--- src/rtl/vga_frame_writer.sv ---
// Stream-to-framebuffer write stage: numbers incoming pixels with linear RAM
// addresses, buffers them in a small FIFO and drains it whenever the RAM port is granted.
module vga_frame_writer #(
    parameter int Wight      = 640,
    parameter int Height     = 480,
    parameter int FIFO_DEPTH = 4
) (
    input  logic        clk,
    input  logic        rst,
    input  logic [11:0] s_data,
    input  logic        s_sof,
    input  logic        s_valid,
    output logic        s_ready,
    input  logic        ram_grant,
    output logic        ram_wr_en,
    output logic [18:0] ram_wr_addr,
    output logic [11:0] ram_wr_data,
    output logic        frame_done,
    output logic        sof_error,
    output logic        busy
);
    localparam int AW = 19;
    localparam int XW = (Wight > 1) ? $clog2(Wight) : 1;
    localparam int YW = (Height > 1) ? $clog2(Height) : 1;
    localparam int PW = $clog2(FIFO_DEPTH);
    localparam int CW = PW + 1;

    typedef enum logic {WAIT_SOF, FILL} state_t;

    typedef struct packed {
        logic [AW-1:0] addr;
        logic [11:0]   data;
        logic          last;
    } entry_t;

    state_t        state, state_nxt;
    logic [XW-1:0] x_q, x_nxt, cur_x;
    logic [YW-1:0] y_q, y_nxt, cur_y;
    logic [AW-1:0] addr_q, addr_nxt, cur_addr;

    entry_t        fifo_mem [FIFO_DEPTH];
    entry_t        push_entry, head;
    logic [PW-1:0] wr_ptr, rd_ptr;
    logic [CW-1:0] count;
    logic          fifo_full, fifo_empty;
    logic          accept, push, pop, is_last, x_end, sof_err_nxt;

    assign fifo_full  = (count == CW'(FIFO_DEPTH));
    assign fifo_empty = (count == '0);
    assign s_ready    = !fifo_full;
    assign accept     = s_valid && s_ready;
    assign pop        = !fifo_empty && ram_grant;
    assign head       = fifo_mem[rd_ptr];
    assign busy       = (state == FILL) || !fifo_empty;

    // An SOF beat always lands at pixel 0, regardless of where the counters were.
    assign cur_x    = s_sof ? '0 : x_q;
    assign cur_y    = s_sof ? '0 : y_q;
    assign cur_addr = s_sof ? '0 : addr_q;
    assign x_end    = (cur_x == XW'(Wight - 1));
    assign is_last  = x_end && (cur_y == YW'(Height - 1));

    always_ff @(posedge clk or negedge rst) begin
        if (!rst) begin
            state  <= WAIT_SOF;
            x_q    <= '0;
            y_q    <= '0;
            addr_q <= '0;
        end else begin
            state  <= state_nxt;
            x_q    <= x_nxt;
            y_q    <= y_nxt;
            addr_q <= addr_nxt;
        end
    end

    always_comb begin
        state_nxt   = state;
        x_nxt       = x_q;
        y_nxt       = y_q;
        addr_nxt    = addr_q;
        push        = 1'b0;
        push_entry  = '0;
        sof_err_nxt = 1'b0;
        if (accept && (s_sof || state == FILL)) begin
            push        = 1'b1;
            push_entry  = '{addr: cur_addr, data: s_data, last: is_last};
            sof_err_nxt = s_sof && (state == FILL);
            if (is_last) begin
                state_nxt = WAIT_SOF;
                x_nxt     = '0;
                y_nxt     = '0;
                addr_nxt  = '0;
            end else begin
                state_nxt = FILL;
                x_nxt     = x_end ? '0 : cur_x + XW'(1);
                y_nxt     = x_end ? cur_y + YW'(1) : cur_y;
                addr_nxt  = cur_addr + AW'(1);
            end
        end
    end

    always_ff @(posedge clk or negedge rst) begin
        if (!rst) begin
            wr_ptr <= '0;
            rd_ptr <= '0;
            count  <= '0;
            for (int i = 0; i < FIFO_DEPTH; i++) fifo_mem[i] <= '0;
        end else begin
            if (push) begin
                fifo_mem[wr_ptr] <= push_entry;
                wr_ptr           <= wr_ptr + PW'(1);
            end
            if (pop) rd_ptr <= rd_ptr + PW'(1);
            case ({push, pop})
                2'b10:   count <= count + CW'(1);
                2'b01:   count <= count - CW'(1);
                default: count <= count;
            endcase
        end
    end

    // Address/data hold their last written values between strobes.
    always_ff @(posedge clk or negedge rst) begin
        if (!rst) begin
            ram_wr_en   <= 1'b0;
            ram_wr_addr <= '0;
            ram_wr_data <= '0;
            frame_done  <= 1'b0;
            sof_error   <= 1'b0;
        end else begin
            ram_wr_en  <= pop;
            frame_done <= pop && head.last;
            sof_error  <= sof_err_nxt;
            if (pop) begin
                ram_wr_addr <= head.addr;
                ram_wr_data <= head.data;
            end
        end
    end
endmodule

--- config.mk ---
export PLATFORM = sky130hd
export DESIGN_NAME = vga_frame_writer
export DESIGN_NICKNAME = d
export VERILOG_FILES = /design/src/rtl/vga_frame_writer.sv
export SDC_FILE = /design/constraint.sdc
export NUM_CORES = 1
export LEC_CHECK = 0
export CAP_MARGIN = 20
export CORE_UTILIZATION = 30
export DETAILED_ROUTE_END_ITERATION = 8
export DONT_BUFFER_PORTS = 1
export GPL_TIMING_DRIVEN = 0
export HOLD_SLACK_MARGIN = 0.02
export PLACE_DENSITY = 0.47
export SETUP_SLACK_MARGIN = 0.15
export SYNTH_ARGS = -nofsm -noshare
export SYNTH_HDL_FRONTEND = slang
export SYNTH_SLANG_ARGS = --single-unit
--- constraint.sdc ---
create_clock -name clk -period 3.1 [get_ports clk]
set_input_delay 0.465 -clock clk [delete_from_list [all_inputs] [get_ports clk]]
set_output_delay 0.465 -clock clk [all_outputs]
set_load 0.005 [all_outputs]
==> results of run 1 <==
-- worst max-delay path by stage --
stage	slack, ns	cells past startpoint	end	from
after floorplan	0.40	12	addr_q[11]	s_sof
after global placement	-0.59	11	addr_q[4]	s_sof
after detailed placement	-0.61	11	y_q[3]	s_sof
after CTS	0.18	11	count[2]	count[1]
after global routing	0.14	10	count[2]	count[1]
final	0.31	11	count[2]	count[1]
-- sequential cells by signal (all words and copies together), names as in the netlist, 3 cells and up --
signal,flops
fifo_mem,128
addr_q,19
y_q,9
count,3
ram_wr_data,12
ram_wr_addr,19
x_q,10
-- cell usage after synthesis, types with 2 or more instances --
master | count | share of area [%]
nand3_1 | 23 | 1.2
clkbuf_1 | 24 | 0.96
o311ai_0 | 2 | 0.19
nand3b_1 | 2 | 0.16
nand2b_1 | 9 | 0.60
a21o_1 | 3 | 0.24
xnor2_1 | 5 | 0.47
buf_4 | 4 | 0.32
nor3_1 | 6 | 0.32
and3_1 | 5 | 0.33
a22o_1 | 5 | 0.47
nand4_1 | 8 | 0.54
o31ai_1 | 2 | 0.16
a41oi_1 | 4 | 0.37
dfrtp_1 | 208 | 56
buf_2 | 20 | 1.1
nor2_1 | 12 | 0.48
mux4_2 | 32 | 7.7
inv_1 | 15 | 0.60
xor2_1 | 2 | 0.19
a31oi_1 | 13 | 0.87
mux2_2 | 49 | 5.9
a21oi_1 | 17 | 0.91
buf_6 | 3 | 0.36
nor2b_1 | 9 | 0.60
ha_1 | 8 | 1.1
nor4_1 | 3 | 0.20
o21ai_0 | 105 | 5.6
nand2_1 | 224 | 9.0
or4_1 | 2 | 0.16
and2_1 | 4 | 0.27
-- timing repair --
| item | CTS | global route |
|---|---|---|
| hold endpoints to repair | 208 | 208 |
| pin swaps | 0 | 0 |
| resized for setup | 7 | 3 |
| setup endpoints to repair | 18 | 8 |
-- routing by layer --
layer / vias to the layer above / global-route usage (%)
li1: 3044 / -
met3: 26 / 2.15
met5: - / 0
met2: 90 / 24.1
met4: 0 / 3.18
met1: 3217 / 21.9
-- power by group through the flow --
stage / Sequential (mW) / Combinational (mW) / Clock [mW]
finish: 3.73 / 2.30 / 2.65
global route: 3.83 / 2.56 / 2.87
CTS: 3.73 / 2.36 / 2.75
detailed placement: 3.77 / 2.34 / 0
global placement: 3.76 / 2.30 / 0
floorplan: 3.65 / 1.77 / 0
-- through the flow --
step | hold WS, ns | instances | total power [mW] | worst slack [ns] | util (%)
after detailed placement | 0.173 | 1254 | 6.11 | -0.615 | 32.2
after CTS | -0.364 | 1295 | 8.84 | 0.185 | 34.7
after global placement | 0.174 | 1253 | 6.06 | -0.592 | 32.2
final | -0.341 | 1295 | 8.68 | 0.311 | 34.7
after global routing | -0.363 | 1295 | 9.25 | 0.143 | 34.7
after floorplan | 0.169 | 857 | 5.42 | 0.396 | -
-- critical path, cell delays in order, from the launching register on --
cell	delay (ns)
dfrtp_1	0.44
or3b_4	0.44
o211a_2	0.19
inv_2	0.16
buf_4	0.22
buf_6	0.19
ha_1	0.19
inv_1	0.06
fa_1	0.37
xor2_1	0.15
nor2_1	0.11
xor2_1	0.17
-- kinds of logic (layout without fill, tap and decap cells) --
family | Yosys count | count (layout) | synth area share [%]
flops | 208 | 208 | 55.7
mux | 82 | 82 | 13.7
compound gates | 163 | 163 | 9.93
fa+ha+maj | 9 | 9 | 1.28
buf+inv | 68 | 110 | 3.40
simple gates | 320 | 320 | 15.3
xor+xnor | 7 | 7 | 0.656
-- cell type report --
type / count / area (um^2)
Timing Repair Buffer: 1 / 7.51
Fill cell: 3121 / 20000
Multi-Input combinational cell: 581 / 3840
Clock inverter: 9 / 55.1
Tap cell: 396 / 495
Buffer: 51 / 269
Inverter: 17 / 63.8
Clock buffer: 32 / 682
Sequential cell: 208 / 5200
==> reports/qor.txt, run 1 <==
Seq cells post-synth: 208
DR WL/cell: 17.9 um
Nets@finish: 911
Post-Route WL: 23.2 mm
Internal: 5.96 mW
Leakage: 4.68 nW
Relative slew margins: 52.9%
F_max: 359 MHz
Clock share of power: 30.6%
Pin count of the biggest net entering global routing: 209
Clk Latency, worst-skew pair: 0.50 ns
Number of global-route vias before repair: 6514
# rows: 64
CP endpoint kind: register
Cell Area, Synth: 0.00935 mm^2
DIE AREA: 0.0319 mm^2
CP arrival: 3.21 ns
Synth cell types: 60
Required time of the critical path: 3.52 ns
Chip width: 179 um
Hold Crit Class: primary input to async pin
Clock transition at path regs: 0.06 ns
Metal3 WL: 907 um
Final Slew Violations: 0
Setup Viol. Count Final: 0
Routed Antenna Nets: 0
Setup bufs post-CTS: 0
Final Hold Viols: 208
Most frequent cells in the layout: 224 x nand2_1, 208 x dfrtp_1, 105 x o21ai_0
Final routed DRC violation total: 0
R2R Setup Slk: 0.31 ns
CTS buffer count: 25
Worst Path Max Fanout: 10
Layout cells sized above 1: 18.1%
N_diodes: 0
Max-cap viol count: 0
DR iter-0 viols: 310
Overall routing resource usage: 15.2%
Commonest non-fill, non-tap cell in the layout: nand2_1
TritonCTS clock tree: done
Routed vias/inst: 4.92
I/O pin count: 53
CP startpoint kind: register
DR top layer: met4
Synth warn: 0
Setup TNS: 0 ns
Logic pwr share: 26.5%
Post-synth ARST share: 100%
Clock buffer depth: 3
Worst R2R Start: count[1]
DR pass1 iterations: 5
Pwr/cell area: 817 mW/mm^2
Reg power frac: 42.9%
GRT overflow: 0
Post-layout min period: 2.79 ns
RSZ-0062 raised after global routing: true
Global-route wire length before repair: 37.7 mm
Synth-to-layout area growth: 13.6%
RR Endpoint: count[2]
Htree depth: 1
Reg2reg path depth: 11
Post-Syn Instances: 857
Final period utilization: 90.0%
Routability Congestion: 0.745
Status: finished, violations left
Failing checks: hold timing
P_sw: 2.72 mW
Root Driver: clkbuf_16
VDD IR-drop max: 0.354 mV
Number of buffers inserted by port buffering: 0
Final Cell Area: 0.0106 mm^2
Crit Path Class: register to register
Worst-Margin Slew: 0.706 ns
Sw frac: 31.4%
DR vias: 6377
Hold Slack: -0.341 ns
Post-synth EDFFs: 0
Initial core utilization: 30.6%
Synth Area per Inst: 10.9 um^2
Clock sink count: 208
Core area: 0.0306 mm^2
Setup Skew: 0.00506 ns
Die Span Y: 179 um
Dpl hpwl: 15.1 mm
WL met1: 11.4 mm
Met2 WL: 10.7 mm
Dominant synthesized flop cell: dfrtp_1
Post-Place Cell Area: 0.00985 mm^2
Initial antenna violation count: 0
Sequential area share after synthesis: 55.7%
Mapped Nets: 883
(Power assumes the default switching activity.)
==> inputs of run 2 (changes only) <==
- CORE_ASPECT_RATIO: not set -> 1.4
==> run 2 against run 1 <==
Compared with the run above: the flow still finishes with violations (hold timing); final cell count is 0.62% lower; clock power is 3% higher; fmax is 0.89% higher; sequential cell count stayed put; wire length is 3.5% higher; sequential share of layout area hardly changed; global-route usage is 0.56 points higher; register-to-register slack better by 0.02 ns; worst setup slack better by 0.025 ns; combinational power hardly changed; non-clock buffer count is 1 higher.
==> reports/qor.txt, run 2 (synthesized netlist as in run 1, its figures left out) <==
Met2 WL: 12.5 mm
Setup Viol. Count Final: 0
Overall routing resource usage: 15.7%
Pwr/cell area: 826 mW/mm^2
Nets@finish: 910
Most frequent CP cell: xor2_1
CTS buffer count: 23
Routability Congestion: 0.743
DR vias: 6415
Routed Antenna Nets: 0
Status: finished, violations left
Clock transition at path regs: 0.06 ns
Number of buffers inserted by port buffering: 0
Layout cells sized above 1: 17.9%
Clock buffer depth: 3
Inst Count DP: 1247
# rows: 76
WL met1: 10.1 mm
DIE AREA: 0.0319 mm^2
Worst-Margin Slew: 0.783 ns
Hold Crit Class: primary input to async pin
Routed vias/inst: 4.98
Global-route wire length before repair: 38.5 mm
Die Span Y: 211 um
Root Driver: clkbuf_16
Final std cells w/o fill: 1287
Most frequent cells in the layout: 224 x nand2_1, 208 x dfrtp_1, 105 x o21ai_0
Htree depth: 1
Final period utilization: 89.2%
Relative slew margins: 47.8%
I/O pin count: 53
VDD IR-drop max: 0.313 mV
Crit Path Class: register to register
Final Slew Violations: 0
Largest Register: fifo_mem
Post-layout min period: 2.76 ns
Final routed DRC violation total: 0
CP max stage delay: 0.45 ns
CP endpoint kind: register
CP arrival: 3.21 ns
Commonest non-fill, non-tap cell in the layout: nand2_1
Worst path bufs/invs: 4
Leakage: 4.70 nW
DR iter-0 viols: 255
Metal3 WL: 981 um
N_diodes: 0
Pin count of the biggest net entering global routing: 209
Setup Skew: 0.0157 ns
Core area: 0.0307 mm^2
Final Hold Viols: 208
Initial core utilization: 30.4%
Chip width: 151 um
Required time of the critical path: 3.54 ns
Clk Latency, worst-skew pair: 0.52 ns
Delay-heaviest family, CP: buffers and inverters
DR top layer: met4
Hold Slack: -0.364 ns
Crit path max-delay cell type: dfrtp_1
DR WL/cell: 18.7 um
Biggest registers after layout: fifo_mem: 128 flops, addr_q: 19 flops, ram_wr_addr: 19 flops
Worst-path cell chain: or3b_4 > o211a_2 > inv_2 > buf_4 > buf_6 > ha_1 > inv_1 > fa_1 > xor2_1 > nor2_1 > xor2_1
CP startpoint kind: register
Max-cap viol count: 0
Synth-to-layout area growth: 13.7%
TritonCTS clock tree: done
Clock sink count: 208
Worst Path Max Fanout: 10
Number of global-route vias before repair: 6653
RSZ-0062 raised after global routing: false
Initial antenna violation count: 0
Tot Pwr: 8.78 mW
Max reg flops: 128
DR pass1 iterations: 4
Post-Route WL: 24.1 mm
GRT overflow: 0
F_max: 362 MHz
Dpl hpwl: 16.2 mm
Failing checks: hold timing
[run 2: cell types whose count changed in the layout (fill, tap and decap cells not counted), sizes merged]
cell      previous run  this run
buf                 27        29
inv                 16        17
clkinv               6         5
clkinvlp             4         0
bufinv               0         2
clkbuf              57        55
[run 2: worst paths after layout]
kind / startpoint / to / slack, ns / cells past startpoint
worst max-delay path: count[0] / count[2] / 0.34 / 11
worst min-delay path: rst / fifo_mem[99] / -0.36 / 0
worst max register to register: count[0] / count[2] / 0.34 / 11
worst min register to register: fifo_mem[49] / fifo_mem[49] / 0.47 / 2
max in group asynchronous: rst / fifo_mem[120] / 2.96 / 0
min in group clk: s_data[3] / fifo_mem[100] / 0.09 / 1
[run 2: cell type report]
class / instances / area, um^2
plain buffers: 51 / 267
clock buffers: 31 / 646
multi-input cells: 581 / 3840
fillers: 3140 / 20100
inverters: 17 / 63.8
well taps: 390 / 488
repair buffers: 2 / 27.5
clock inverters: 7 / 88.8
flip-flops and latches: 208 / 5200
[run 2: timing repair]
action,CTS,global route
endpoints found under the hold margin,208,208
setup endpoints to repair,18,16
gates resized for setup,5,6
buffers inserted,0,2
pin swaps,0,1
[run 2: worst reg2reg max path, delay by kind of cell, from the launching register on]
family	cells	cell delay, ns
buffers and inverters	4	0.63
adder cells (fa/ha/maj)	2	0.57
AND/OR/NAND/NOR	2	0.54
flip-flops	1	0.45
XOR/XNOR	2	0.30
AO/OA/AOI/OAI	1	0.18
[run 2: power breakdown]
group | leakage, nW | total [mW] | internal [mW] | switching (mW)
sequential | 2.75 | 3.73 | 3.35 | 0.380
combinational | 1.59 | 2.33 | 1.08 | 1.25
clock | 0.365 | 2.72 | 1.62 | 1.10
total | 4.70 | 8.78 | 6.05 | 2.73
[run 2: per-stage QoR]
step	hold slack (ns)	worst slack, ns	utilization (%)	cell area [um^2]	TNS, ns
after floorplan	0.169	0.396	-	9350	0
after global placement	0.175	-0.715	32.0	9840	-13.80
after detailed placement	0.175	-0.653	32.0	9840	-12.37
after CTS	-0.384	0.135	34.5	10600	0
after global routing	-0.392	0.171	34.6	10600	0
final	-0.364	0.336	34.6	10600	0
[run 2: routing by layer]
layer	global-route usage, %	vias to the layer above
li1	-	3042
met1	18.9	3230
met2	28.3	108
met3	2.55	35
met4	4.90	0
met5	0	-
